File: src/rtl/text_pkg.sv
// Shared constants, opcodes and FSM state for the text-mode display path.
// Imported by the command engine, the display block and the CPU register file.
package text_pkg;

    localparam int COLS     = 80;
    localparam int ROWS     = 30;
    localparam int BUF_SIZE = COLS * ROWS;

    localparam logic [7:0] CMD_SET_CHAR    = 8'd0;
    localparam logic [7:0] CMD_APPEND_CHAR = 8'd1;
    localparam logic [7:0] CMD_SET_CURSOR  = 8'd2;
    localparam logic [7:0] CMD_CLEAR       = 8'd3;
    localparam logic [7:0] CMD_NEWLINE     = 8'd4;
    localparam logic [7:0] CMD_CLR_ERR     = 8'd5;

    typedef enum logic {
        ST_IDLE,
        ST_CLEAR
    } state_t;

    // row*cols+col as a sum of shifted rows; cols is a constant at every call
    function automatic logic [15:0] lin_index(
        input int         cols,
        input logic [7:0] row,
        input logic [7:0] col
    );
        logic [15:0] acc;
        acc = {8'd0, col};
        for (int i = 0; i < 16; i++) begin
            if (cols[i]) acc = acc + ({8'd0, row} << i);
        end
        return acc;
    endfunction

endpackage

File: src/rtl/text_cursor.sv
// Text cursor: column/row registers with wrap and a registered linear index.
// All update requests arrive from a single accepted command, so they never overlap.
module text_cursor
    import text_pkg::*;
#(
    parameter int COLS   = text_pkg::COLS,
    parameter int ROWS   = text_pkg::ROWS,
    parameter int ADDR_W = 12
) (
    input  logic              cpu_clock,
    input  logic              reset,
    input  logic              home,
    input  logic              set_en,
    input  logic [7:0]        set_col,
    input  logic [7:0]        set_row,
    input  logic              advance,
    input  logic              newline,
    output logic [ADDR_W-1:0] cursor_pos
);

    localparam logic [7:0] LAST_COL = 8'(COLS - 1);
    localparam logic [7:0] LAST_ROW = 8'(ROWS - 1);

    logic [7:0] col;
    logic [7:0] row;
    logic [7:0] col_nx;
    logic [7:0] row_nx;
    logic [7:0] row_inc;

    assign row_inc = (row == LAST_ROW) ? 8'd0 : row + 8'd1;

    always_comb begin
        col_nx = col;
        row_nx = row;
        if (home) begin
            col_nx = 8'd0;
            row_nx = 8'd0;
        end else if (set_en) begin
            col_nx = set_col;
            row_nx = set_row;
        end else if (advance) begin
            if (col == LAST_COL) begin
                col_nx = 8'd0;
                row_nx = row_inc;
            end else begin
                col_nx = col + 8'd1;
            end
        end else if (newline) begin
            col_nx = 8'd0;
            row_nx = row_inc;
        end
    end

    always_ff @(posedge cpu_clock or negedge reset) begin
        if (!reset) begin
            col        <= 8'd0;
            row        <= 8'd0;
            cursor_pos <= '0;
        end else begin
            col        <= col_nx;
            row        <= row_nx;
            cursor_pos <= ADDR_W'(lin_index(COLS, row_nx, col_nx));
        end
    end

endmodule

File: src/rtl/text_cmd_engine.sv
// Executes latched text commands as write sequences into text buffer port A.
// Single-write commands complete in IDLE; only CLEAR occupies the FSM.
module text_cmd_engine
    import text_pkg::*;
#(
    parameter int COLS   = text_pkg::COLS,
    parameter int ROWS   = text_pkg::ROWS,
    parameter int ADDR_W = 12
) (
    input  logic              cpu_clock,
    input  logic              reset,
    input  logic              cmd_valid,
    input  logic [7:0]        cmd_code,
    input  logic [7:0]        arg1,
    input  logic [7:0]        arg2,
    input  logic [7:0]        arg3,
    output logic              busy,
    output logic              buf_we,
    output logic [ADDR_W-1:0] buf_addr,
    output logic [7:0]        buf_data,
    output logic [ADDR_W-1:0] cursor_pos,
    output logic              err
);

    localparam logic [7:0]        COLS8     = 8'(COLS);
    localparam logic [7:0]        ROWS8     = 8'(ROWS);
    localparam logic [ADDR_W-1:0] LAST_ADDR = ADDR_W'(COLS * ROWS - 1);

    state_t            state;
    logic              accept;
    logic              in_range;
    logic [ADDR_W-1:0] char_addr;

    assign accept    = cmd_valid && (state == ST_IDLE);
    assign in_range  = (arg2 < COLS8) && (arg3 < ROWS8);
    assign char_addr = ADDR_W'(lin_index(COLS, arg3, arg2));

    text_cursor #(
        .COLS   (COLS),
        .ROWS   (ROWS),
        .ADDR_W (ADDR_W)
    ) u_cursor (
        .cpu_clock  (cpu_clock),
        .reset      (reset),
        .home       (accept && cmd_code == CMD_CLEAR),
        .set_en     (accept && cmd_code == CMD_SET_CURSOR && in_range),
        .set_col    (arg2),
        .set_row    (arg3),
        .advance    (accept && cmd_code == CMD_APPEND_CHAR),
        .newline    (accept && cmd_code == CMD_NEWLINE),
        .cursor_pos (cursor_pos)
    );

    always_ff @(posedge cpu_clock or negedge reset) begin
        if (!reset) begin
            state    <= ST_IDLE;
            busy     <= 1'b0;
            buf_we   <= 1'b0;
            buf_addr <= '0;
            buf_data <= 8'd0;
            err      <= 1'b0;
        end else begin
            unique case (state)
                ST_IDLE: begin
                    buf_we <= 1'b0;
                    if (cmd_valid) begin
                        case (cmd_code)
                            CMD_SET_CHAR: begin
                                if (in_range) begin
                                    buf_we   <= 1'b1;
                                    buf_addr <= char_addr;
                                    buf_data <= arg1;
                                end else begin
                                    err <= 1'b1;
                                end
                            end
                            CMD_APPEND_CHAR: begin
                                buf_we   <= 1'b1;
                                buf_addr <= cursor_pos;
                                buf_data <= arg1;
                            end
                            CMD_SET_CURSOR: begin
                                if (!in_range) err <= 1'b1;
                            end
                            CMD_CLEAR: begin
                                state    <= ST_CLEAR;
                                busy     <= 1'b1;
                                buf_we   <= 1'b1;
                                buf_addr <= '0;
                                buf_data <= arg1;
                            end
                            CMD_NEWLINE: begin
                            end
                            CMD_CLR_ERR: err <= 1'b0;
                            default:     err <= 1'b1;
                        endcase
                    end
                end
                ST_CLEAR: begin
                    // any command arriving mid-clear is dropped
                    if (cmd_valid) err <= 1'b1;
                    if (buf_addr == LAST_ADDR) begin
                        state  <= ST_IDLE;
                        busy   <= 1'b0;
                        buf_we <= 1'b0;
                    end else begin
                        buf_addr <= buf_addr + ADDR_W'(1);
                    end
                end
            endcase
        end
    end

endmodule

File: config.mk
export PLATFORM = sky130hd
export DESIGN_NAME = text_cmd_engine
export DESIGN_NICKNAME = d
export VERILOG_FILES = /design/src/rtl/text_pkg.sv /design/src/rtl/text_cursor.sv /design/src/rtl/text_cmd_engine.sv
export SDC_FILE = /design/constraint.sdc
export NUM_CORES = 1
export LEC_CHECK = 0
export BUFFER_PORTS_ARGS = -buffer_cell sky130_fd_sc_hd__buf_2
export CAP_MARGIN = 30
export CORE_ASPECT_RATIO = 1.75
export CORE_MARGIN = 1.5
export CORE_UTILIZATION = 55
export DETAILED_ROUTE_END_ITERATION = 8
export GPL_ROUTABILITY_DRIVEN = 0
export PLACE_DENSITY_LB_ADDON = 0.1
export SETUP_SLACK_MARGIN = 0.4
export SYNTH_ARGS = -nofsm -noshare
export SYNTH_HDL_FRONTEND = slang
export SYNTH_SLANG_ARGS = --single-unit
File: constraint.sdc
create_clock -name cpu_clock -period 11.22 [get_ports cpu_clock]
set_input_delay 2.244 -clock cpu_clock [delete_from_list [all_inputs] [get_ports cpu_clock]]
set_output_delay 2.244 -clock cpu_clock [all_outputs]
set_load 0.01 [all_outputs]
## Yosys cells after proc, flatten, opt, wreduce, memory -nomap -nowiden

Cells that the tools add are included.

- Register bits after elaboration: 52
- Input port bits: 35
- Output and inout port bits: 35

- $add $sub $neg: 7
- Magnitude comparators: 2
- Equal/unequal tests: 18
- Muxes and demuxes: 35
- Bitwise operators: 1
- Reduce and logical (&&, ||, !) cells: 16

Operators with widths:

| kind | count |
|---|---|
| 8-bit two-way mux | 12 |
| 12-bit two-way mux | 3 |
| 12-bit case mux with 3 select lines | 1 |
| 12-bit adder | 2 |
| 8-bit by 12-bit adder with 12-bit output | 2 |
| 12-bit case mux with 2 select lines | 1 |
| 8-bit by 1-bit adder with 8-bit output (second input constant) | 2 |
| 8-bit by 2-bit equality test with 1-bit output (second input constant) | 2 |
| 8-bit by 3-bit equality test with 1-bit output (second input constant) | 2 |
| 8-bit case mux with 2 select lines | 1 |
| 12-bit by 1-bit adder with 12-bit output (second input constant) | 1 |
| 12-bit equality test (second input constant) | 1 |
| 4-bit AND reduction | 3 |
| 1-bit two-way mux | 11 |
| 2-bit != test (second input constant) | 5 |
| 1-bit case mux with 2 select lines | 5 |
| 8-bit by 1-bit equality test with 1-bit output (second input constant) | 1 |
| 8-bit by 5-bit equality test with 1-bit output (second input constant) | 1 |
| 8-bit by 7-bit equality test with 1-bit output (second input constant) | 1 |
| 8-bit zero test | 1 |
| 8-bit by 5-bit less-than comparator with 1-bit output (second input constant) | 1 |
| 8-bit by 7-bit less-than comparator with 1-bit output (second input constant) | 1 |
| 1-bit logical AND | 7 |
| 3-bit != test (second input constant) | 2 |
| 8 further kinds | 10 |

## Logic depth before layout (Yosys ltp)

Gate-level depths: netlist of run 1.

- Depth after elaboration: 9
- Gate-level depth with buffers: 18
- Depth with buffers taken out: 18

## Cells and area by module

Synthesis of run 1 repeated with hierarchy kept, for this count alone.

- Cells, all modules: 424
- Area, all modules: 3797.4 µm²

By module, submodules not included:

| module | instances | cells each | area each (µm²) | seq. area each (µm²) |
|---|---|---|---|---|
| text_cmd_engine | 1 | 224 | 2034.5 | 600.6 |
| text_cursor | 1 | 200 | 1762.9 | 600.6 |

## Least setup slack after synthesis of run 1

No wires, ideal clock.

- Path type: input port to flip-flop
- Start point: input port cmd_code[5]
- End point: register u_cursor.cursor_pos[11]
- Setup time: 0.134 ns
- Data arrival time: 5.848 ns
- Required time: 11.086 ns
- Slack: 5.238 ns
- Cell stages on the path: 14
- Path buffers: 2
- Cell sequence: or4_4 -> or4_4 -> or4_4 -> buf_6 -> buf_6 -> o211ai_1 -> fa_1 -> fa_1 -> inv_1 -> a21oi_1 -> o21bai_1 -> a21o_1 -> a21oi_1 -> xnor3_1

- Longest elaborated chain between the ends: 8
- Elaborated cells between the ends (all ways): 19
- Those cells by class: add/sub (2); eq/ne (4); mux (8); reduce/logical (5)

RTL lines:

| item | RTL line | RTL |
|---|---|---|
| start: declaration | text_cmd_engine.sv:13 | `input logic [7:0] cmd_code,` |
| 8-bit by 3-bit equality test with 1-bit output | text_cmd_engine.sv:50 | `.newline (accept && cmd_code == CMD_NEWLINE),` |
| 1-bit logical AND | text_cmd_engine.sv:50 |  |
| 8-bit two-way mux | text_cursor.sv:48 | `end else if (newline) begin` |
| 8-bit two-way mux | text_cursor.sv:41 | `end else if (advance) begin` |
| 8-bit two-way mux | text_cursor.sv:38 | `end else if (set_en) begin` |
| 8-bit two-way mux | text_cursor.sv:35 | `if (home) begin` |
| 8-bit by 12-bit adder with 12-bit output | text_pkg.sv:30 | `if (cols[i]) acc = acc + ({8'd0, row} << i);` |
| 12-bit adder * | text_pkg.sv:30 |  |
| end signal: assignment | text_cursor.sv:62 | `cursor_pos <= ADDR_W'(lin_index(COLS, row_nx, col_nx));` |
| end: declaration | text_cursor.sv:18 | `output logic [ADDR_W-1:0] cursor_pos` |

Every way passes the cells marked *; elsewhere a longest branch is shown, timed or not.
A chain may end at the register's enable or synchronous reset.

## Worst setup path in the final report of run 1

Same ends and word-level chain as after synthesis.

==> results of run 1 <==
==> registers in the layout (all words and copies together) (netlist names) <==
register             count
busy                     1
state                    1
u_cursor.row             8
buf_we                   1
buf_data                 8
u_cursor.cursor_pos     12
err                      1
u_cursor.col             4
buf_addr                12
==> power by group through the flow <==
stage	clock network, W	registers (W)	logic (W)
5_1_grt	0.000137	0.000223	0.000144
6_report	0.000128	0.000219	0.000129
4_1_cts	0.000132	0.000218	0.000130
3_5_place_dp	0	0.000222	0.000129
2_1_floorplan	0	0.000223	0.0000768
3_3_place_gp	0	0.000221	0.000125
==> final timing paths <==
kind | to | slack (ns) | cells past startpoint
max in group asynchronous | u_cursor.cursor_pos[2] | 8.78 | 2
worst max register to register | u_cursor.cursor_pos[11] | 6.83 | 14
worst max-delay path | u_cursor.cursor_pos[11] | 5.09 | 15
min in group asynchronous | buf_addr[9] | 1.90 | 1
worst min register to register | busy | 0.48 | 2
worst min-delay path | busy | 0.48 | 2
==> cell families (layout without fill, tap and decap cells) <==
family | Yosys count | count (layout) | share of synthesized area, %
adders and majority gates | 32 | 32 | 12.7
AOI/OAI and AO/OA | 109 | 109 | 20.5
muxes | 11 | 11 | 3.50
and+or+nand+nor | 126 | 126 | 19.6
xor gates and xnor gates | 16 | 16 | 4.39
buffers and inverters | 38 | 96 | 4.96
DFF | 48 | 48 | 34.3
==> metal layers <==
layer / wire length (um) / global-route usage, %
met5: 0 / 0
met4: 193 / 11.0
met1: 3340 / 30.0
met2: 5150 / 54.1
met3: 332 / 3.95
==> area by class of cell <==
type | instances | area, um2 | share of cell area [%]
tap | 80 | 100 | 2.52
clock inverter | 3 | 42.5 | 1.07
sequential | 48 | 1200 | 30.2
inverter | 17 | 63.8 | 1.60
timing repair buffer | 71 | 373 | 9.37
multi-input combinational | 294 | 2130 | 53.5
clock buffer | 5 | 68.8 | 1.73
==> metrics by stage <==
stage	utilization [%]	area [um2]	cells
after floorplan	-	3500	380
after global placement	62.2	3850	509
after detailed placement	62.6	3870	510
after CTS	64.4	3980	518
after global routing	64.4	3980	518
final	64.4	3980	518
==> cells in the mapped netlist, types with 8 or more instances <==
cell type,number,share of area [%]
sky130_fd_sc_hd__a21oi_1,31,4.4
sky130_fd_sc_hd__a211oi_1,9,1.9
sky130_fd_sc_hd__ha_1,26,9.3
sky130_fd_sc_hd__nand2_1,23,2.5
sky130_fd_sc_hd__dfrtp_1,48,34
sky130_fd_sc_hd__nor2_1,24,2.6
sky130_fd_sc_hd__nor3_1,9,1.3
sky130_fd_sc_hd__and3_1,11,2.0
sky130_fd_sc_hd__nand4_1,8,1.4
sky130_fd_sc_hd__inv_1,17,1.8
sky130_fd_sc_hd__nand3_1,21,3.0
sky130_fd_sc_hd__clkbuf_1,14,1.5
sky130_fd_sc_hd__mux2_2,10,3.2
sky130_fd_sc_hd__o21ai_0,27,3.9
sky130_fd_sc_hd__xnor2_1,11,2.7
==> placed cells by master, fill, tap and decap left out, types with 2 or more instances in the layout <==
master / synthesis / layout
sky130_fd_sc_hd__o21bai_1: 3 / 3
sky130_fd_sc_hd__a21oi_1: 31 / 31
sky130_fd_sc_hd__o311a_1: 2 / 2
sky130_fd_sc_hd__o21ai_0: 27 / 27
sky130_fd_sc_hd__nand2b_1: 4 / 4
sky130_fd_sc_hd__xnor2_1: 11 / 11
sky130_fd_sc_hd__buf_2: 1 / 69
sky130_fd_sc_hd__nand4_1: 8 / 8
sky130_fd_sc_hd__fa_1: 6 / 6
sky130_fd_sc_hd__or4_4: 3 / 3
sky130_fd_sc_hd__inv_1: 17 / 17
sky130_fd_sc_hd__xor2_1: 4 / 4
sky130_fd_sc_hd__dfrtp_1: 48 / 48
sky130_fd_sc_hd__nor3b_1: 5 / 5
sky130_fd_sc_hd__nand2_1: 23 / 23
sky130_fd_sc_hd__nor2_1: 24 / 24
sky130_fd_sc_hd__nand3_1: 21 / 21
sky130_fd_sc_hd__a211oi_1: 9 / 9
sky130_fd_sc_hd__mux2_2: 10 / 10
sky130_fd_sc_hd__a31oi_1: 4 / 4
sky130_fd_sc_hd__a21o_1: 7 / 7
sky130_fd_sc_hd__o311ai_0: 2 / 2
sky130_fd_sc_hd__a221o_1: 2 / 2
sky130_fd_sc_hd__and4_1: 2 / 2
sky130_fd_sc_hd__nor4_1: 4 / 4
sky130_fd_sc_hd__o211ai_1: 4 / 4
sky130_fd_sc_hd__a41o_1: 2 / 2
sky130_fd_sc_hd__or3_1: 3 / 3
sky130_fd_sc_hd__nor2b_1: 3 / 3
sky130_fd_sc_hd__o211a_1: 4 / 4
sky130_fd_sc_hd__ha_1: 26 / 26
sky130_fd_sc_hd__clkbuf_8: 0 / 5
sky130_fd_sc_hd__and3_1: 11 / 11
sky130_fd_sc_hd__nor3_1: 9 / 9
==> critical path, delay by kind of cell <==
family / cells / cell delay [ns]
buffers and inverters: 2 / 0.17
XOR/XNOR: 1 / 0.18
adder cells (fa/ha/maj): 2 / 0.98
AO/OA/AOI/OAI: 8 / 1.59
AND/OR/NAND/NOR: 2 / 1.14
==> metrics, run 1 <==
required time of the critical path=11.41 ns; chip width=63.3 um; Site Rows=38; total via count after detailed routing=3156; final HPWL from detailed placement=7200 um; area of the mapped netlist=3500 um2; Pwr Density=around 120 nW/um2; maximum number of pins on one net before global-route repair=30; antenna-violating nets left=0; total global routing overflow=0; synth warn=0; Max Clk Rate=163 MHz; number of distinct library cell variants in the gate-level netlist after synthesis=56; Antenna Diode Count=0; slew at the pin with the worst max-slew slack=0.809 ns; final hold viol count=0; hold_sp=busy; worst relative slew slack=between 40 and 50%; overall routing resource usage=28.0%; Peak VDD IR=0.0707 mV; Max Buffers Root-to-Sink=2; number of synthesized flops with an enable pin=0; path type of the worst min-delay path=reg2reg; IO Count=70; area inside the core boundary=just over 6000 um2; number of buffers inserted during clock tree synthesis=5; clock slew at the register clock pins of the worst setup and hold paths=0.09 ns; post-route clock period utilization=54.6%; layout cell share with drive strength beyond 1=a little under a quarter; number of hold buffers added after CTS=0; starting utilization of the core area=a little under three fifths; count of final max-slew check failures=0; post-CTS setup-driven buffer insertion count=0; Comb power frac=a little over a quarter; share of the yosys chip area belonging to registers=34.3%; flip-flop and latch count after synthesis=48; sum of routed wire length over all layers=9020 um; worst flop-to-flop path startpoint=state; TritonCTS clock tree=yes; wire per inst=17.4 um; final setup violation count=0; setup repair after global routing missed its margin=no; post-detailed-route via-to-cell ratio=approximately 6.1; count of cells resized by post-cts repair=0; leading register cell type out of synthesis=sky130_fd_sc_hd__dfrtp_1; sequential group share of total power=a little under half; switching power summed over all nets=0.000159 W; share of total power consumed by net switching=33.5%; Clock Skews=0.00766 ns; net count reported at finish=a little over 500; Area growth syn-to-layout=13.5%; DIE AREA=between 6000 and 7000 um2; min cycle time layout=6.13 ns; Post-synth ARST share=100%; overall power consumption=0.000475 W; startpoint class of the critical path=input port; Leak=1.98 nW; category of the worst setup path capture point=flip-flop; slack of the critical path=~5.1 ns; fraction of power consumed by the clock network=26.9%; signal arrival time at the worst endpoint=~6.3 ns; H-tree Lvls=2; result of the run=completed; Initial DRC Count=~210; dpl ws=4.76 ns; antenna violations before repair=0; DRC violation count after routing=0; height of the chip=109 um; WHS=0.476 ns; Mapped Nets=447; count of maximum capacitance violations=0; critical path class=in2reg; Fill cells=550; CP peak stage delay=0.57 ns; global-route wire length before repair=14900 um; highest-delay cell along the critical path=sky130_fd_sc_hd__or4_4; quantity of I/O buffers inserted on ports=69; setup TNS=0 ns; root buf cell=sky130_fd_sc_hd__clkbuf_8; maximum fanout along the worst path=8; start point of the critical path=cmd_code[5]; cell internal power dissipation=0.000316 W; number of instances in the synthesized netlist=380; cells along the critical path=buf_2 -> or4_4 -> nor4_2 -> a21boi_0 -> o21ai_0 -> a21o_1 -> o211ai_1 -> fa_1 -> fa_1 -> inv_1 -> a21oi_1 -> o21bai_1 -> a21o_1 -> a21oi_1 -> xnor3_1; clock latency of the later-clocked register in the worst-skew pair=0.32 ns; vias in the first global route=3141; Sinks on Clock Net=48; average instance area after synthesis=~9.2 um2; length of the first detailed-routing pass in iterations=4
No activity file was read; power rests on OpenSTA's default activity.
==> run 2: changes to the inputs <==
==> constraint.sdc (replaced) <==
create_clock -name cpu_clock -period 6.1 [get_ports cpu_clock]
set_input_delay 1.22 -clock cpu_clock [delete_from_list [all_inputs] [get_ports cpu_clock]]
set_output_delay 1.22 -clock cpu_clock [all_outputs]
set_load 0.01 [all_outputs]
==> metrics, run 2 (synthesized netlist as in run 1, its figures left out) <==
H-tree Lvls=2; largest registers ranked by flip-flop count=buf_addr x12, u_cursor.cursor_pos x12; area inside the core boundary=around 6200 um2; layout cell share with drive strength beyond 1=23.0%; cell depth of the worst hold path=2; clock latency of the later-clocked register in the worst-skew pair=approximately 0.32 ns; highest-delay cell along the critical path=sky130_fd_sc_hd__or4_4; total via count after detailed routing=3141; global-route wire length before repair=around 14000 um; count of final max-slew check failures=0; vias in the first global route=~3000; final setup violation count=0; height of the chip=109 um; flop2flop setup slack=1.72 ns; worst flop-to-flop path startpoint=state; most used cells in the layout excluding fill and tap cells=sky130_fd_sc_hd__buf_2, sky130_fd_sc_hd__dfrtp_1, sky130_fd_sc_hd__a21oi_1; worst relative slew slack=44.3%; IO Count=70; clock slew at the register clock pins of the worst setup and hold paths=0.09 ns; category of the worst setup path capture point=flip-flop; WHS=0.477 ns; path type of the worst min-delay path=reg2reg; most frequent standard cell in the layout excluding fill and tap cells=sky130_fd_sc_hd__buf_2; number of placed cells counting well taps=512; slew at the pin with the worst max-slew slack=0.828 ns; min cycle time layout=5.08 ns; DIE AREA=6880 um2; starting utilization of the core area=a little under three fifths; quantity of I/O buffers inserted on ports=69; Buffers & Inverters on Critical Path=2; sink of the worst hold path=buf_we; Peak VDD IR=0.189 mV; overall power consumption=0.000878 W; length of the first detailed-routing pass in iterations=4; number of buffers inserted during clock tree synthesis=5; overall routing resource usage=between 20% and 30%; antenna violations before repair=0; critical path class=in2reg; startpoint class of the critical path=input port; sum of routed wire length over all layers=8850 um; post-detailed-route via-to-cell ratio=about 6; maximum fanout along the worst path=8; Area growth syn-to-layout=14.0%; CP peak stage delay=0.58 ns; Site Rows=38; DRC violation count after routing=0; TritonCTS clock tree=yes; Max Clk Rate=197 MHz; Clock Skews=0.00360 ns; setup repair after global routing missed its margin=no; maximum number of pins on one net before global-route repair=30; post-route clock period utilization=between 80% and 90%; net count reported at finish=506; Sinks on Clock Net=48; final standard cell count with taps included and fillers excluded=520; destination of the worst register-to-register timing path=u_cursor.cursor_pos[11]; Leak=slightly below 2 nW; total global routing overflow=0; number of cells on the worst reg-to-reg path=14; Pwr Density=220 nW/um2; largest delay contributor family on the critical path=compound AO/OA/AOI/OAI gates; count of cells resized by post-cts repair=0; final HPWL from detailed placement=~6900 um; count of maximum capacitance violations=0; antenna-violating nets left=0; required time of the critical path=6.30 ns; post-CTS setup-driven buffer insertion count=0; final hold viol count=0; hold_sp=buf_we; signal arrival time at the worst endpoint=around 5.3 ns; wire per inst=about 17 um; setup TNS=0 ns; Antenna Diode Count=0; chip width=63.3 um; Max Buffers Root-to-Sink=2; root buf cell=sky130_fd_sc_hd__clkbuf_8; Initial DRC Count=slightly below 200; number of hold buffers added after CTS=0; result of the run=completed; cells along the critical path=buf_2 -> or4_4 -> nor4_2 -> a21boi_0 -> o21ai_0 -> a21o_1 -> o211ai_1 -> fa_1 -> fa_1 -> inv_1 -> a21oi_1 -> o21bai_1 -> a21o_1 -> a21oi_1 -> xnor3_1
-- run 2: changes by cell type in the layout (fill, tap and decap cells not counted), sizes merged --
cell  before  now
buf       71   73
-- run 2: area by class of cell --
type / instances / area (um2)
fillers: 558 / 2190
clock buffers: 5 / 68.8
well taps: 80 / 100
multi-input cells: 294 / 2130
inverters: 17 / 63.8
flip-flops and latches: 48 / 1200
clock inverters: 3 / 42.5
repair buffers: 73 / 388
-- run 2: routing by layer --
metal	vias to the layer above	global-route usage, %	routed length, um
met5	-	0	0
met4	0	12.6	264
met3	23	4.06	294
met2	86	50.5	4870
met1	1510	29.9	3420
li1	1522	-	-
-- run 2: power by group --
part | leakage, nW | total, W | switching, W | internal, W
registers | 0.601 | 0.000403 | 0.0000518 | 0.000351
clock network | 0.0541 | 0.000240 | 0.000118 | 0.000121
logic | 1.33 | 0.000236 | 0.000127 | 0.000109
total | 1.99 | 0.000878 | 0.000297 | 0.000581
-- run 2: worst min-delay path, stage by stage, from the launching register on --
cell and delay [ns]:
sky130_fd_sc_hd__dfrtp_1 0.35, sky130_fd_sc_hd__nand2_1 0.05, sky130_fd_sc_hd__nand2_1 0.05
-- run 2: worst max path at each step --
stage | startpoint | to | cells after the start
after CTS | cmd_code[5] | u_cursor.cursor_pos[11] | 15
after global routing | cmd_code[5] | u_cursor.cursor_pos[11] | 15
after floorplan | cmd_code[5] | u_cursor.cursor_pos[11] | 14
after global placement | cmd_code[5] | u_cursor.cursor_pos[11] | 15
final | cmd_code[5] | u_cursor.cursor_pos[11] | 15
after detailed placement | cmd_code[5] | u_cursor.cursor_pos[11] | 15
-- run 2: per-stage QoR --
| step | area (um2) | worst slack [ns] | util, % |
|---|---|---|---|
| 4_1_cts | 3990 | 1.00 | 64.6 |
| 3_3_place_gp | 3860 | 0.791 | 62.5 |
| 6_report | 3990 | 1.02 | 64.6 |
| 2_1_floorplan | 3500 | 1.14 | - |
| 5_1_grt | 3990 | 0.702 | 64.6 |
| 3_5_place_dp | 3880 | 0.665 | 62.8 |
==> run 3: changes to the inputs <==
==> constraint.sdc (replaced) <==
create_clock -name cpu_clock -period 5.05 [get_ports cpu_clock]
set_input_delay 1.01 -clock cpu_clock [delete_from_list [all_inputs] [get_ports cpu_clock]]
set_output_delay 1.01 -clock cpu_clock [all_outputs]
set_load 0.01 [all_outputs]
==> metrics, run 3 (synthesized netlist as in run 1, its figures left out) <==
largest delay contributor family on the critical path=simple AND/OR/NAND/NOR gates; IO Count=70; Fill cells=562; number of cells on the worst reg-to-reg path=15; TritonCTS clock tree=yes; Antenna Diode Count=0; overall power consumption=0.00102 W; Sinks on Clock Net=48; signal arrival time at the worst endpoint=4.70 ns; final std cell area, no fill=between 4000 and 5000 um2; Peak VDD IR=~0.22 mV; category of the worst setup path capture point=flip-flop; most frequent standard cell in the layout excluding fill and tap cells=sky130_fd_sc_hd__buf_2; Leak=~2 nW; min cycle time layout=4.50 ns; total via count after detailed routing=3230; area inside the core boundary=6180 um2; number of buffers inserted during clock tree synthesis=5; required time of the critical path=5.25 ns; most used cells in the layout excluding fill and tap cells=sky130_fd_sc_hd__buf_2, sky130_fd_sc_hd__dfrtp_1, sky130_fd_sc_hd__a21oi_1; post-route clock period utilization=89.1%; layout cell share with drive strength beyond 1=25.7%; number of stages on the worst setup path=14; H-tree Lvls=2; sum of routed wire length over all layers=9160 um; post-detailed-route via-to-cell ratio=approximately 6; overall routing resource usage=between 20 and 30%; setup TNS=0 ns; highest-delay cell along the critical path=sky130_fd_sc_hd__fa_1; wire per inst=17.4 um; maximum fanout along the worst path=10; Buffers & Inverters on Critical Path=2; clock slew at the register clock pins of the worst setup and hold paths=0.09 ns; global-route wire length before repair=14800 um; final setup violation count=0; root buf cell=sky130_fd_sc_hd__clkbuf_8; antenna-violating nets left=0; flop2flop setup slack=slightly above 0.9 ns; critical path class=in2reg; Pwr Density=between 200 and 300 nW/um2; quantity of I/O buffers inserted on ports=69; largest registers ranked by flip-flop count=buf_addr x12, u_cursor.cursor_pos x12; Clock Skews=0.00392 ns; result of the run=completed; length of the first detailed-routing pass in iterations=4; number of hold buffers added after CTS=0; worst relative slew slack=42.0%; cells along the critical path=buf_2 -> or4_4 -> or4_4 -> or4_4 -> o211ai_1 -> o211ai_1 -> fa_1 -> fa_2 -> inv_1 -> a21oi_1 -> o21bai_1 -> a21o_1 -> a21oi_1 -> xnor3_1; DIE AREA=6880 um2; CP peak stage delay=0.60 ns; setup repair after global routing missed its margin=yes; total global routing overflow=0; Site Rows=38; final hold viol count=0; chip width=roughly 63 um; clock latency of the later-clocked register in the worst-skew pair=0.31 ns; Area growth syn-to-layout=16.3%; cell depth of the worst hold path=2; path type of the worst min-delay path=reg2reg; Max Buffers Root-to-Sink=2; slew at the pin with the worst max-slew slack=approximately 0.86 ns; count of final max-slew check failures=0; Max Clk Rate=222 MHz; height of the chip=~110 um; vias in the first global route=3187; starting utilization of the core area=56.7%; WHS=0.490 ns; antenna violations before repair=0; maximum number of pins on one net before global-route repair=31; DRC violation count after routing=0; cell mode on critical path=sky130_fd_sc_hd__or4_4; startpoint class of the critical path=input port; final HPWL from detailed placement=7190 um; post-placement cell area=3950 um2; net count reported at finish=around 510; count of maximum capacitance violations=0; Initial DRC Count=232
## run 3: path summary, 6_finish.rpt
check | from | endpoint
worst min-delay path | busy | busy
min in group asynchronous | reset | buf_addr[9]
worst max-delay path | cmd_code[6] | u_cursor.cursor_pos[11]
worst max register to register | u_cursor.col[5] | u_cursor.cursor_pos[11]
max in group asynchronous | reset | u_cursor.row[7]
worst min register to register | busy | busy
## run 3: repair_timing
action                                  in CTS  in global routing
endpoints found under the setup margin       0                  2
buffers inserted                             0                  0
resized for setup                            0                  4
## run 3: through the flow
stage	worst slack (ns)	cells	utilization, %
global route	0.372	527	65.9
finish	0.548	527	65.9
detailed placement	0.102	518	63.9
floorplan	0.388	380	-
CTS	0.435	526	65.5
global placement	0.182	516	63.5
## run 3: layout make-up
type | count | area, um2 | area share, %
inverters | 17 | 63.8 | 1.57
flip-flops and latches | 48 | 1200 | 29.5
clock buffers | 6 | 82.6 | 2.03
well taps | 80 | 100 | 2.46
clock inverters | 2 | 15.0 | 0.369
repair buffers | 79 | 430 | 10.6
multi-input cells | 295 | 2180 | 53.5
## run 3: report_power, final
part	internal, W	switching [W]	total [W]
clock	0.000111	0.000138	0.000249
sequential	0.000424	0.0000630	0.000487
combinational	0.000132	0.000151	0.000283
## run 3: worst reg2reg max path, stage by stage, from the launching register on
cell,delay (ns)
sky130_fd_sc_hd__dfrtp_1,0.44
sky130_fd_sc_hd__or3b_2,0.54
sky130_fd_sc_hd__o41ai_2,0.50
sky130_fd_sc_hd__nand2_1,0.32
sky130_fd_sc_hd__o311ai_0,0.41
sky130_fd_sc_hd__o211a_1,0.27
sky130_fd_sc_hd__ha_1,0.25
sky130_fd_sc_hd__ha_2,0.19
sky130_fd_sc_hd__inv_2,0.06
sky130_fd_sc_hd__fa_2,0.21
sky130_fd_sc_hd__inv_1,0.04
sky130_fd_sc_hd__a21oi_1,0.12
sky130_fd_sc_hd__o21bai_1,0.12
sky130_fd_sc_hd__a21o_1,0.17
sky130_fd_sc_hd__a21oi_1,0.15
sky130_fd_sc_hd__xnor3_1,0.22
## run 3: per-layer routing
layer | vias to the layer above | track usage, % | wire, um
met3 | 28 | 4.27 | 361
met1 | 1564 | 30.0 | 3430
li1 | 1539 | - | -
met4 | 0 | 13.8 | 350
met5 | - | 0 | 0
met2 | 99 | 50.8 | 5020
